`src/rtl/vga_rx_monitor.sv`:
```
// ---------------------------------------------------------------------------
// vga_rx_monitor
//   Receive-side checker for the VGA display path. Runs in the pixel clock
//   domain, follows the incoming HS/VS timing, rebuilds the raster position
//   and, once locked, publishes a per-frame checksum of the active area plus
//   the colour found at a probe coordinate.
//
// Ports
//   clk, rst_n            pixel clock, asynchronous active-low reset
//   vga_hs, vga_vs        syncs, active low
//   vga_r/g/b [3:0]       pixel colour
//   probe_x/y [9:0]       active-area coordinate to capture
//   locked                high while the lock FSM is in LOCKED (registered)
//   frame_valid           1-cycle pulse when frame_sum/probe_rgb update
//   frame_sum [23:0]      sum mod 2^24 of {r,g,b} over the active area
//   probe_rgb [11:0]      {r,g,b} at the probe coordinate, 0 if never hit
//   frame_count [15:0]    number of published frames (wraps)
//   sync_err              1-cycle pulse on loss of lock or timeout
//   meas_h_total [10:0]   last measured line period in clocks
//   meas_v_total [10:0]   last measured frame length in lines
// ---------------------------------------------------------------------------
module vga_rx_monitor #(
    parameter int H_TOTAL     = 800,
    parameter int V_TOTAL     = 525,
    parameter int H_OFFSET    = 144,
    parameter int V_OFFSET    = 35,
    parameter int H_ACTIVE    = 640,
    parameter int V_ACTIVE    = 480,
    parameter int LOCK_FRAMES = 2
) (
    input  logic        clk,
    input  logic        rst_n,
    input  logic        vga_hs,
    input  logic        vga_vs,
    input  logic [3:0]  vga_r,
    input  logic [3:0]  vga_g,
    input  logic [3:0]  vga_b,
    input  logic [9:0]  probe_x,
    input  logic [9:0]  probe_y,
    output logic        locked,
    output logic        frame_valid,
    output logic [23:0] frame_sum,
    output logic [11:0] probe_rgb,
    output logic [15:0] frame_count,
    output logic        sync_err,
    output logic [10:0] meas_h_total,
    output logic [10:0] meas_v_total
);

    typedef enum logic [1:0] {SEARCH = 2'd0, ACQUIRE = 2'd1, LOCKED = 2'd2} state_t;

    localparam int GW = (LOCK_FRAMES < 2) ? 1 : $clog2(LOCK_FRAMES + 1);

    localparam logic [10:0]   C_H_TOTAL   = 11'(H_TOTAL);
    localparam logic [10:0]   C_V_TOTAL   = 11'(V_TOTAL);
    localparam logic [10:0]   C_H_TIMEOUT = 11'(2 * H_TOTAL);
    localparam logic [10:0]   C_V_TIMEOUT = 11'(2 * V_TOTAL);
    localparam logic [10:0]   C_H_OFF     = 11'(H_OFFSET);
    localparam logic [10:0]   C_V_OFF     = 11'(V_OFFSET);
    localparam logic [10:0]   C_H_END     = 11'(H_OFFSET + H_ACTIVE);
    localparam logic [10:0]   C_V_END     = 11'(V_OFFSET + V_ACTIVE);
    localparam logic [10:0]   C_CNT_MAX   = 11'h7FF;
    localparam logic [GW-1:0] C_LOCK      = GW'(LOCK_FRAMES);

    // Registers
    state_t         r_state;
    logic [GW-1:0]  r_good_cnt;
    logic           r_hs_d, r_vs_d;
    logic [10:0]    r_h_cnt, r_v_cnt;
    logic           r_frame_bad;
    logic [23:0]    r_acc;
    logic [11:0]    r_probe_hold;
    logic           r_hit;
    logic           r_locked, r_frame_valid, r_sync_err;
    logic [23:0]    r_frame_sum;
    logic [11:0]    r_probe_rgb;
    logic [15:0]    r_frame_count;
    logic [10:0]    r_meas_h, r_meas_v;

    // Combinational signals
    logic           w_hs_fall, w_vs_fall;
    logic [10:0]    w_h_len, w_v_len;
    logic           w_h_bad, w_v_bad, w_timeout, w_lock_loss;
    logic           w_active, w_probe_hit;
    logic [10:0]    w_x, w_y;
    logic [11:0]    w_rgb;
    logic [GW-1:0]  w_good_inc;
    state_t         w_state_nxt;
    logic [GW-1:0]  w_good_nxt;
    logic           w_sync_err_nxt, w_publish;

    // Sync edges are detected against the current input so counters restart
    // on the same clock the falling edge arrives.
    assign w_hs_fall = r_hs_d & ~vga_hs;
    assign w_vs_fall = r_vs_d & ~vga_vs;

    // Period of the line/frame that ends at this edge.
    assign w_h_len = r_h_cnt + 11'd1;
    assign w_v_len = r_v_cnt + 11'd1;
    assign w_h_bad = (w_h_len != C_H_TOTAL);
    assign w_v_bad = (w_v_len != C_V_TOTAL);

    // Equality (not >=) so a stuck sync reports exactly one timeout.
    assign w_timeout   = (r_h_cnt == C_H_TIMEOUT) || (r_v_cnt == C_V_TIMEOUT);
    assign w_lock_loss = w_timeout || (w_hs_fall && w_h_bad) || (w_vs_fall && w_v_bad);

    assign w_active    = (r_h_cnt >= C_H_OFF) && (r_h_cnt < C_H_END) &&
                         (r_v_cnt >= C_V_OFF) && (r_v_cnt < C_V_END);
    assign w_x         = r_h_cnt - C_H_OFF;
    assign w_y         = r_v_cnt - C_V_OFF;
    assign w_rgb       = {vga_r, vga_g, vga_b};
    assign w_probe_hit = w_active && (w_x == {1'b0, probe_x}) && (w_y == {1'b0, probe_y});
    assign w_good_inc  = r_good_cnt + GW'(1);

    // FSM: state register
    // NOTE: sequential state uses non-blocking assignments and an async reset
    // in the sensitivity list so every flop clears without a clock.
    always_ff @(posedge clk or negedge rst_n) begin
        if (!rst_n) begin
            r_state    <= SEARCH;
            r_good_cnt <= '0;
        end else begin
            r_state    <= w_state_nxt;
            r_good_cnt <= w_good_nxt;
        end
    end

    // FSM: next-state logic
    always_comb begin
        // NOTE: defaults first so no path leaves a variable unassigned (no latch).
        w_state_nxt = r_state;
        w_good_nxt  = r_good_cnt;
        unique case (r_state)
            SEARCH: begin
                if (w_vs_fall) begin
                    w_state_nxt = ACQUIRE;
                    w_good_nxt  = '0;
                end
            end
            ACQUIRE: begin
                if (w_timeout) begin
                    w_state_nxt = SEARCH;
                end else if (w_vs_fall) begin
                    if (!r_frame_bad && !w_v_bad) begin
                        w_good_nxt = w_good_inc;
                        if (w_good_inc == C_LOCK) w_state_nxt = LOCKED;
                    end else begin
                        w_good_nxt = '0;
                    end
                end
            end
            LOCKED: begin
                if (w_lock_loss) w_state_nxt = SEARCH;
            end
            default: w_state_nxt = SEARCH;
        endcase
    end

    // FSM: output decode (registered below). Loss of lock suppresses publish,
    // so sync_err and frame_valid are mutually exclusive.
    always_comb begin
        w_sync_err_nxt = ((r_state == LOCKED) && w_lock_loss) ||
                         ((r_state == ACQUIRE) && w_timeout);
        w_publish      = (r_state == LOCKED) && w_vs_fall && !w_lock_loss;
    end

    // Raster counters, frame accumulator and published outputs
    always_ff @(posedge clk or negedge rst_n) begin
        if (!rst_n) begin
            r_hs_d        <= 1'b1;
            r_vs_d        <= 1'b1;
            r_h_cnt       <= '0;
            r_v_cnt       <= '0;
            r_meas_h      <= '0;
            r_meas_v      <= '0;
            r_frame_bad   <= 1'b0;
            r_acc         <= '0;
            r_probe_hold  <= '0;
            r_hit         <= 1'b0;
            r_locked      <= 1'b0;
            r_sync_err    <= 1'b0;
            r_frame_valid <= 1'b0;
            r_frame_sum   <= '0;
            r_probe_rgb   <= '0;
            r_frame_count <= '0;
        end else begin
            r_hs_d <= vga_hs;
            r_vs_d <= vga_vs;

            if (w_hs_fall) begin
                r_h_cnt  <= '0;
                r_meas_h <= w_h_len;
            end else if (r_h_cnt != C_CNT_MAX) begin
                r_h_cnt <= r_h_cnt + 11'd1;
            end

            // A frame start also restarts the line count even if HS falls too.
            if (w_vs_fall) begin
                r_v_cnt  <= '0;
                r_meas_v <= w_v_len;
            end else if (w_hs_fall && (r_v_cnt != C_CNT_MAX)) begin
                r_v_cnt <= r_v_cnt + 11'd1;
            end

            if (w_vs_fall)                 r_frame_bad <= 1'b0;
            else if (w_hs_fall && w_h_bad) r_frame_bad <= 1'b1;

            // The publish below samples the old acc/hit on the same edge.
            if (w_vs_fall) begin
                r_acc <= '0;
                r_hit <= 1'b0;
            end else if (w_active) begin
                r_acc <= r_acc + 24'(w_rgb);
                if (w_probe_hit) begin
                    r_probe_hold <= w_rgb;
                    r_hit        <= 1'b1;
                end
            end

            r_locked      <= (r_state == LOCKED);
            r_sync_err    <= w_sync_err_nxt;
            r_frame_valid <= w_publish;
            if (w_publish) begin
                r_frame_sum   <= r_acc;
                r_probe_rgb   <= r_hit ? r_probe_hold : 12'h000;
                r_frame_count <= r_frame_count + 16'd1;
            end
        end
    end

    assign locked       = r_locked;
    assign frame_valid  = r_frame_valid;
    assign frame_sum    = r_frame_sum;
    assign probe_rgb    = r_probe_rgb;
    assign frame_count  = r_frame_count;
    assign sync_err     = r_sync_err;
    assign meas_h_total = r_meas_h;
    assign meas_v_total = r_meas_v;

endmodule

```
`config.mk`:
```
export PLATFORM = sky130hd
export DESIGN_NAME = vga_rx_monitor
export DESIGN_NICKNAME = d
export VERILOG_FILES = /design/src/rtl/vga_rx_monitor.sv
export SDC_FILE = /design/constraint.sdc
export NUM_CORES = 1
export LEC_CHECK = 0
export BUFFER_PORTS_ARGS = -buffer_cell sky130_fd_sc_hd__buf_2
export CAP_MARGIN = 5
export CELL_PAD_IN_SITES_DETAIL_PLACEMENT = 0
export CELL_PAD_IN_SITES_GLOBAL_PLACEMENT = 1
export CORE_ASPECT_RATIO = 0.6
export CORE_MARGIN = 2
export CORE_UTILIZATION = 45
export DETAILED_ROUTE_END_ITERATION = 12
export PLACE_DENSITY = 0.9
export SETUP_SLACK_MARGIN = 0.3
export SLEW_MARGIN = 20
export SYNTH_ARGS = -nofsm -noshare
export SYNTH_HDL_FRONTEND = slang
export SYNTH_SLANG_ARGS = --single-unit
```
`constraint.sdc`:
```
create_clock -name clk -period 4.3 [get_ports clk]
set_clock_uncertainty 0.05 [all_clocks]
set_input_delay 0.645 -clock clk [delete_from_list [all_inputs] [get_ports clk]]
set_output_delay 0.645 -clock clk [all_outputs]
set_load 0.01 [all_outputs]
```
# Word level (Yosys, flattened, before mapping)
# Cells that the tools add are included.
totals:
  elab_cells: 107
  inputBits: 36
  reg_bits: 143
  out_inout_bits: 77
classes:
  n_eq_ne: 18
  muxes: 24
  order_cmp: 4
  n_addsub: 7
  n_bitwise: 5
  reduce_logical: 31
op_table:
  columns: ["cell", "n"]
  rows:
  - ["24-bit 2-to-1 mux", 2]
  - ["11-bit 2-to-1 mux", 4]
  - ["24-bit by 12-bit adder with 24-bit output", 1]
  - ["11-bit by 1-bit adder with 11-bit output (second input constant)", 2]
  - ["11-bit by 10-bit equality test with 1-bit output", 2]
  - ["11-bit equality test (second input constant)", 2]
  - ["11-bit by 10-bit less-than comparator with 1-bit output (second input constant)", 2]
  - ["11-bit by 10-bit != test with 1-bit output (second input constant)", 2]
  - ["11-bit != test (second input constant)", 2]
  - ["2-bit 2-to-1 mux", 10]
  - ["16-bit by 1-bit adder with 16-bit output (second input constant)", 1]
  - ["1-bit logical AND", 13]
  - ["12-bit 2-to-1 mux", 1]
  - ["2-bit nonzero test", 6]
  - ["11-bit by 6-bit greater-or-equal comparator with 1-bit output (second input constant)", 1]
  - ["11-bit by 8-bit greater-or-equal comparator with 1-bit output (second input constant)", 1]
  - ["11-bit by 6-bit subtractor with 11-bit output (second input constant)", 1]
  - ["11-bit by 8-bit subtractor with 11-bit output (second input constant)", 1]
  - ["3-bit != test (second input constant)", 3]
  - ["2-bit != test (second input constant)", 4]
  - ["2-bit case mux with 3 select lines", 1]
  - ["1-bit 2-to-1 mux", 5]
  - ["5-bit AND reduction", 1]
  - ["2-bit equality test (second input constant)", 2]
  - ["11 further kinds", 19]

# Logic depth before layout (Yosys ltp)
# Gate-level depths: netlist of run 1.
depth:
  ltp_word: 9
  mapped_depth: 12
  mapped_depth_nobuf: 10

# Least setup slack after synthesis of run 1
# Ideal clock, no wire load.
synth_path:
  kind: "register to register"
  start: "register r_v_cnt[1]"
  end: "register r_frame_sum[10], in the netlist frame_sum[10]"
  required_ns: 4.125
  period_less_slack_ns: 3.211
  path_buffers: 3
  setup_ns: 0.125
  arrival_ns: 3.036
  path_slack_ns: 1.089
  path_stages_with_launch: 12
  cell_sequence: "dfrtp_1 > ha_1 > buf_2 > nand3_1 > or3_1 > nor2_1 > xor2_1 > or4_1 > buf_2 > or3_4 > buf_6 > mux2_4"
synth_between:
  elab_chain_cells: 6
  elab_cells_between_ends: 9
  cone_classes: "1 x add/sub; 2 x eq/ne; 6 x reduce/logical"
synth_lines:
  columns: ["item", "line", "rtl"]
  rows:
  - ["start, declared", "69", "logic [10:0] r_h_cnt, r_v_cnt;"]
  - ["start signal, assigned", "202", "r_v_cnt <= r_v_cnt + 11'd1;"]
  - ["11-bit by 1-bit adder with 11-bit output or 11-bit equality test (tied branches)", "99, 104", null]
  - ["11-bit by 10-bit != test with 1-bit output or 1-bit logical OR (tied branches)", "101, 104", null]
  - ["1-bit logical AND or 1-bit logical OR (tied branches)", "105", "assign w_lock_loss = w_timeout || (w_hs_fall && w_h_bad) || (w_vs_fall && w_v_bad);"]
  - ["1-bit logical OR *", "105", null]
  - ["1-bit zero test *", "164", "w_publish = (r_state == LOCKED) && w_vs_fall && !w_lock_loss;"]
  - ["1-bit logical AND *", "164", null]
  - ["end signal, assigned", "224", "r_frame_sum <= r_acc;"]
  - ["end, declared", "75", "logic [23:0] r_frame_sum;"]
# Every way passes the cells marked *; elsewhere a longest branch is shown, timed or not.
# A chain may end at the register's enable or synchronous reset.

# Worst setup path in the final report of run 1
layout_path:
  start: "register r_v_cnt[0]"
  end: "register r_frame_sum[23], in the netlist frame_sum[23]"
# Same word-level chain as after synthesis.

==> flow_summary.yaml, run 1 <==
critical_path:
  cp_data_arrival_time_ns: 4.03
  r2r-start: "r_v_cnt[0]"
  cp_max_fo: 20
  crit_path_start_kind: "register"
  startpoint: "r_v_cnt[0]"
  crit_type: "register to register"
  end_kind: "register"
  required_ns: 4.55
layout:
  syn_to_final_growth_pct: 16.7
  utilization_pct: 54.4
  num_antenna_cells: 0
  nNetsFinal: 914
  final-seq-area_sq_um: 3580
  multiInputGateArea_sq_um: 3830
  drive_gt1_share_pct: 23.2
  nFillCells: 1531
synth:
  yosys_warnings: 0
  synth_largest_area_cell: "dfrtp_1"
  netlist.area_leader.share_pct: 45.9
  yosysMostFrequentCell: "dfrtp_1"
  ys_ff_latch: 143
  syn_inst: 759
  ys_top_cells_by_count: "dfrtp_1 (141), nand2_1 (71), nor2_1 (59)"
  synth_area_leaders: "dfrtp_1 (46%), xnor2_1 (5.1%), mux2_4 (4.9%)"
  ys_types: 64
  synth_area_sq_um: 7690
  syn_avg_cell_area_sq_um: 10.1
  synth_sequential_area_ratio_pct: 46.6
  synthFlopType: "dfrtp_1"
  async_flop_share_pct: 100
  synth-edff-count: 0
  syn-num-nets: 820
power_and_ir_drop:
  p_seq_share_pct: 45.7
  p_per_area_nw_per_um2: 353
  intPower_uw: 2270
  combPwrFrac_pct: 9.2
  clockPowerShare_pct: 45.1
  switching_power_uw: 904
  power.leakage_uw: 0.00449
  switching_share_pct: 28.5
  ir_drop_v: 0.000244
cts:
  clkTransAtPathRegs_ns: 0.07
  htreeDepth: 4
  cts_resized: 0
  clockBufferDepth: 2
  clkLatencyLatePin_ns: 0.43
  cts-root-buf: "clkbuf_16"
  post_cts_buffers: 0
  holdBufCountCts: 0
  cts.sinks: 143
  cts_tree: "done"
  cts_buffers: 17
timing:
  fin_crit_sh_pct: 87.8
  finalSetupTns_ns: 0
  period_needed_ns: 3.78
  setup_ws_ns: 0.524
  clock.fmax_ghz: 0.265
  tightest_slew_ns: 0.917
  slew_headroom_pct: 38.9
  hold_viol: 0
  rsz0062_at_grt: "no"
  drv_slew: 0
  setup_violations: 0
floorplanning:
  ios: 113
  rows: 36
  initial_utilization_pct: 46.7
  die_x_microns: 173
  dieArea_sq_um: 18200
  fp.dieH_microns: 105
  core_sq_um: 16500
drt:
  wire_per_inst_microns: 17.6
  first_pass_iters: 5
  drc: 0
  vias: 6044
  first_iter_violations: 632
  final_antenna_net_count: 0
  drt_wl_total_microns: 19300
  viasPerCell: 5.52
placed_design:
  place_congestion: 0.890
  dp_hpwl_microns: 13600
  port_buffers: 112
  pre_cts_ws_ns: 0.396
run_status:
  status: "complete, no violations"
global_routing:
  grt_pass1_vias: 5706
  grt_max_degree: 92
  antenna_found_initial: 0
  overflow: 0
  grt_usage_pct: 22.0
  grt_pass1_wl_microns: 31600
job:
  maxCapViolations: 0
hold_path:
  hp-class: "primary input to async pin"
[path summary, 6_finish.rpt]
kind,to,cells past startpoint,slack (ns)
min in group clk,r_hs_d,1,0.30
max reg2reg,frame_sum[23],8,0.52
min reg2reg,frame_count[15],1,0.41
min,frame_count[15],1,0.23
max in group asynchronous,frame_sum[19],2,2.99
max,frame_sum[23],8,0.52
[worst max-delay path, cell delays in order (launching register included)]
cell and delay (ns):
dfrtp_1 0.53, ha_2 0.34, nand3_1 0.22, or3_1 0.50, nor2_1 0.27, xor2_1 0.13, or4_1 0.62, or3_4 0.59
mux2_4 0.37
[power by group through the flow]
stage	Clock, uW	Sequential [uW]	Combinational [uW]
2_1_floorplan	0	1450	185
3_3_place_gp	0	1470	286
3_5_place_dp	0	1470	291
4_1_cts	1450	1450	292
5_1_grt	1510	1460	327
6_report	1430	1450	292
[metal layers]
metal | routed length [microns] | global-route usage (%) | part of all wire, % | up-vias
li1 | - | - | - | 2879
met1 | 10100 | 35.5 | 52 | 2962
met2 | 7780 | 29.1 | 40 | 191
met3 | 1230 | 4.51 | 6.4 | 12
met4 | 170 | 6.48 | 0.88 | 0
met5 | 0 | 0 | 0 | -
[placed cells by master, fill, tap and decap left out, types with 11 or more instances in the layout]
cell,synthesis,routed
dfrtp_1,141,141
buf_2,8,111
nand2_1,71,71
nor2_1,59,59
xnor2_1,45,45
xor2_1,34,34
o21ai_0,32,32
a21oi_1,32,32
mux2_4,25,25
ha_1,24,23
nand3_1,20,20
inv_1,19,19
nor4_1,17,17
o31ai_1,17,17
clkbuf_16,0,17
nor3_1,16,16
nand4_1,15,15
mux2_2,12,12
o21ai_1,11,11
[kinds of logic after synthesis]
family	synth area share [%]
simple gates	17.6
mux	7.56
xor+xnor	8.99
buf+inv	3.89
fa+ha+maj	4.16
compound gates	11.3
flops	46.6
[registers in the layout, indices dropped and copies added (netlist names)]
name,flops
sync_err,1
r_state,2
frame_valid,1
r_hit,1
r_acc,24
r_vs_d,1
r_hs_d,1
r_probe_hold,12
r_good_cnt,2
meas_h_total,11
frame_count,16
frame_sum,24
meas_v_total,11
r_h_cnt,11
probe_rgb,12
r_v_cnt,11
r_frame_bad,1
locked,1
[metrics by stage]
stage | total power [uW] | hold WS [ns] | cell area, sq um | std cells
detailed placement | 1770 | 0.409 | 8400 | 1061
global route | 3290 | 0.290 | 8980 | 1094
CTS | 3190 | 0.280 | 8960 | 1093
floorplan | 1640 | 0.299 | 7690 | 759
global placement | 1760 | 0.401 | 8400 | 1061
finish | 3170 | 0.234 | 8980 | 1094
[final cells by class]
type | instances | area share (%)
multi-input combinational | 550 | 42.7
timing repair buffer | 121 | 7.07
clock buffer | 17 | 4.74
sequential | 143 | 39.9
inverter | 20 | 0.836
clock inverter | 15 | 1.58
tap | 228 | 3.18
(Power assumes the default switching activity.)
==> run 2, diff against run 1 <==
==> constraint.sdc (replaced) <==
create_clock -name clk -period 4.1 [get_ports clk]
set_clock_uncertainty 0.05 [all_clocks]
set_input_delay 0.615 -clock clk [delete_from_list [all_inputs] [get_ports clk]]
set_output_delay 0.615 -clock clk [all_outputs]
set_load 0.01 [all_outputs]
==> flow_summary.yaml, run 2 (synthesized netlist as in run 1, its figures left out) <==
timing:
  period_needed_ns: 3.64
  slew_headroom_pct: 41.5
  hold_viol: 0
  setup_violations: 0
  fin_hold_ws_ns: 0.232
  drv_slew: 0
  fin_crit_sh_pct: 88.9
  rsz0062_at_grt: "yes"
  tightest_slew_ns: 0.875
  clock.fmax_ghz: 0.274
  finalSetupTns_ns: 0
critical_path:
  startpoint: "r_v_cnt[0]"
  required_ns: 4.36
  crit_path_top_delay_cell: "or3_4"
  cp_data_arrival_time_ns: 3.90
  crit_chain: "ha_2 -> nand3_1 -> or3_1 -> nor2_1 -> xor2_1 -> or4_1 -> or3_4 -> mux2_4"
  r2r-start: "r_v_cnt[0]"
  crit_type: "register to register"
  cp_max_fo: 20
  r2r_slack_ns: 0.46
  cp_slowest_stage_delay_ns: 0.57
  end_kind: "register"
  r2r_end: "frame_sum[13]"
  worstSetupEndpoint: "frame_sum[13]"
  rr_worst_depth: 8
  crit_path_start_kind: "register"
run_status:
  status: "complete, no violations"
layout:
  mostFrequentLayoutCells: "dfrtp_1 (141), buf_2 (111), nand2_1 (71), nor2_1 (59), xnor2_1 (45)"
  layout_commonest_cell: "dfrtp_1"
  drive_gt1_share_pct: 23.4
  num_antenna_cells: 0
  multiInputGateArea_sq_um: 3840
  nNetsFinal: 915
  final-seq-area_sq_um: 3580
  syn_to_final_growth_pct: 17.6
  nFillCells: 1449
placed_design:
  port_buffers: 112
  dp_hpwl_microns: 13400
  place_congestion: 0.853
cts:
  cts-root-buf: "clkbuf_16"
  cts_buffers: 17
  clkTransAtPathRegs_ns: 0.07
  cts_resized: 0
  cts.sinks: 143
  clockBufferDepth: 2
  holdBufCountCts: 0
  htreeDepth: 4
  cts_tree: "done"
  post_cts_buffers: 0
  clkLatencyLatePin_ns: 0.43
power_and_ir_drop:
  ir_drop_v: 0.000310
  p_per_area_nw_per_um2: 376
  power.leakage_uw: 0.00453
global_routing:
  grt_pass1_vias: 5738
  grt_pass1_wl_microns: 31400
  grt_usage_pct: 21.7
  grt_max_degree: 96
  antenna_found_initial: 0
  overflow: 0
floorplanning:
  fp.dieH_microns: 105
  initial_utilization_pct: 46.7
  rows: 36
  ios: 113
  core_sq_um: 16500
  dieArea_sq_um: 18200
  die_x_microns: 173
drt:
  highest_layer: "met4"
  drc: 0
  first_pass_iters: 5
  final_antenna_net_count: 0
  dr_wl_met2_microns: 7280
  first_iter_violations: 611
  viasPerCell: 5.50
  wire_per_inst_microns: 17.3
  wl_met1_microns: 10200
  wl_met3_microns: 1230
  drt_wl_total_microns: 18900
  vias: 6024
hold_path:
  hp-class: "primary input to async pin"
job:
  maxCapViolations: 0
## run 2: final cells by class
class	count	share of cell area [%]
multi-input cells	550	42.4
repair buffers	122	7.23
clock buffers	17	4.70
inverters	20	0.830
clock inverters	15	2.12
well taps	228	3.15
flip-flops and latches	143	39.6
## run 2: how the worst min path moves through the flow
stage	to	cells past startpoint	start
2_1_floorplan	frame_count[0]	0	rst_n
3_3_place_gp	frame_count[15]	1	frame_count[15]
3_5_place_dp	frame_count[15]	1	frame_count[15]
4_1_cts	r_hs_d	1	vga_hs
5_1_grt	r_hs_d	1	vga_hs
6_report	frame_count[14]	1	rst_n
## run 2: metrics by stage
stage / std cells / setup slack (ns) / util, % / power [uW] / cell area [sq um]
after global placement: 1062 / 0.507 / 51.0 / 1850 / 8420
after floorplan: 759 / 0.889 / - / 1720 / 7690
after detailed placement: 1062 / 0.396 / 51.0 / 1850 / 8420
after CTS: 1094 / 0.374 / 54.8 / 3420 / 9030
final: 1095 / 0.456 / 54.9 / 3400 / 9050
after global routing: 1095 / 0.216 / 54.9 / 3530 / 9050
## run 2: where the power goes
group	switching (uW)	internal [uW]
Clock	739	831
Sequential	67.8	1460
Combinational	187	120
## run 2: critical path, delay by kind of cell, from the launching register on
kind	cells	cell delay, ns
muxes	1	0.36
and+or+nand+nor	5	2.10
DFF	1	0.52
adders and majority gates	1	0.33
xor gates and xnor gates	1	0.14
## run 2: layer usage
metal / up-vias / track usage [%]
met1: 2922 / 35.7
met2: 210 / 28.4
met3: 15 / 4.80
met4: 0 / 4.78
li1: 2877 / -
met5: - / 0
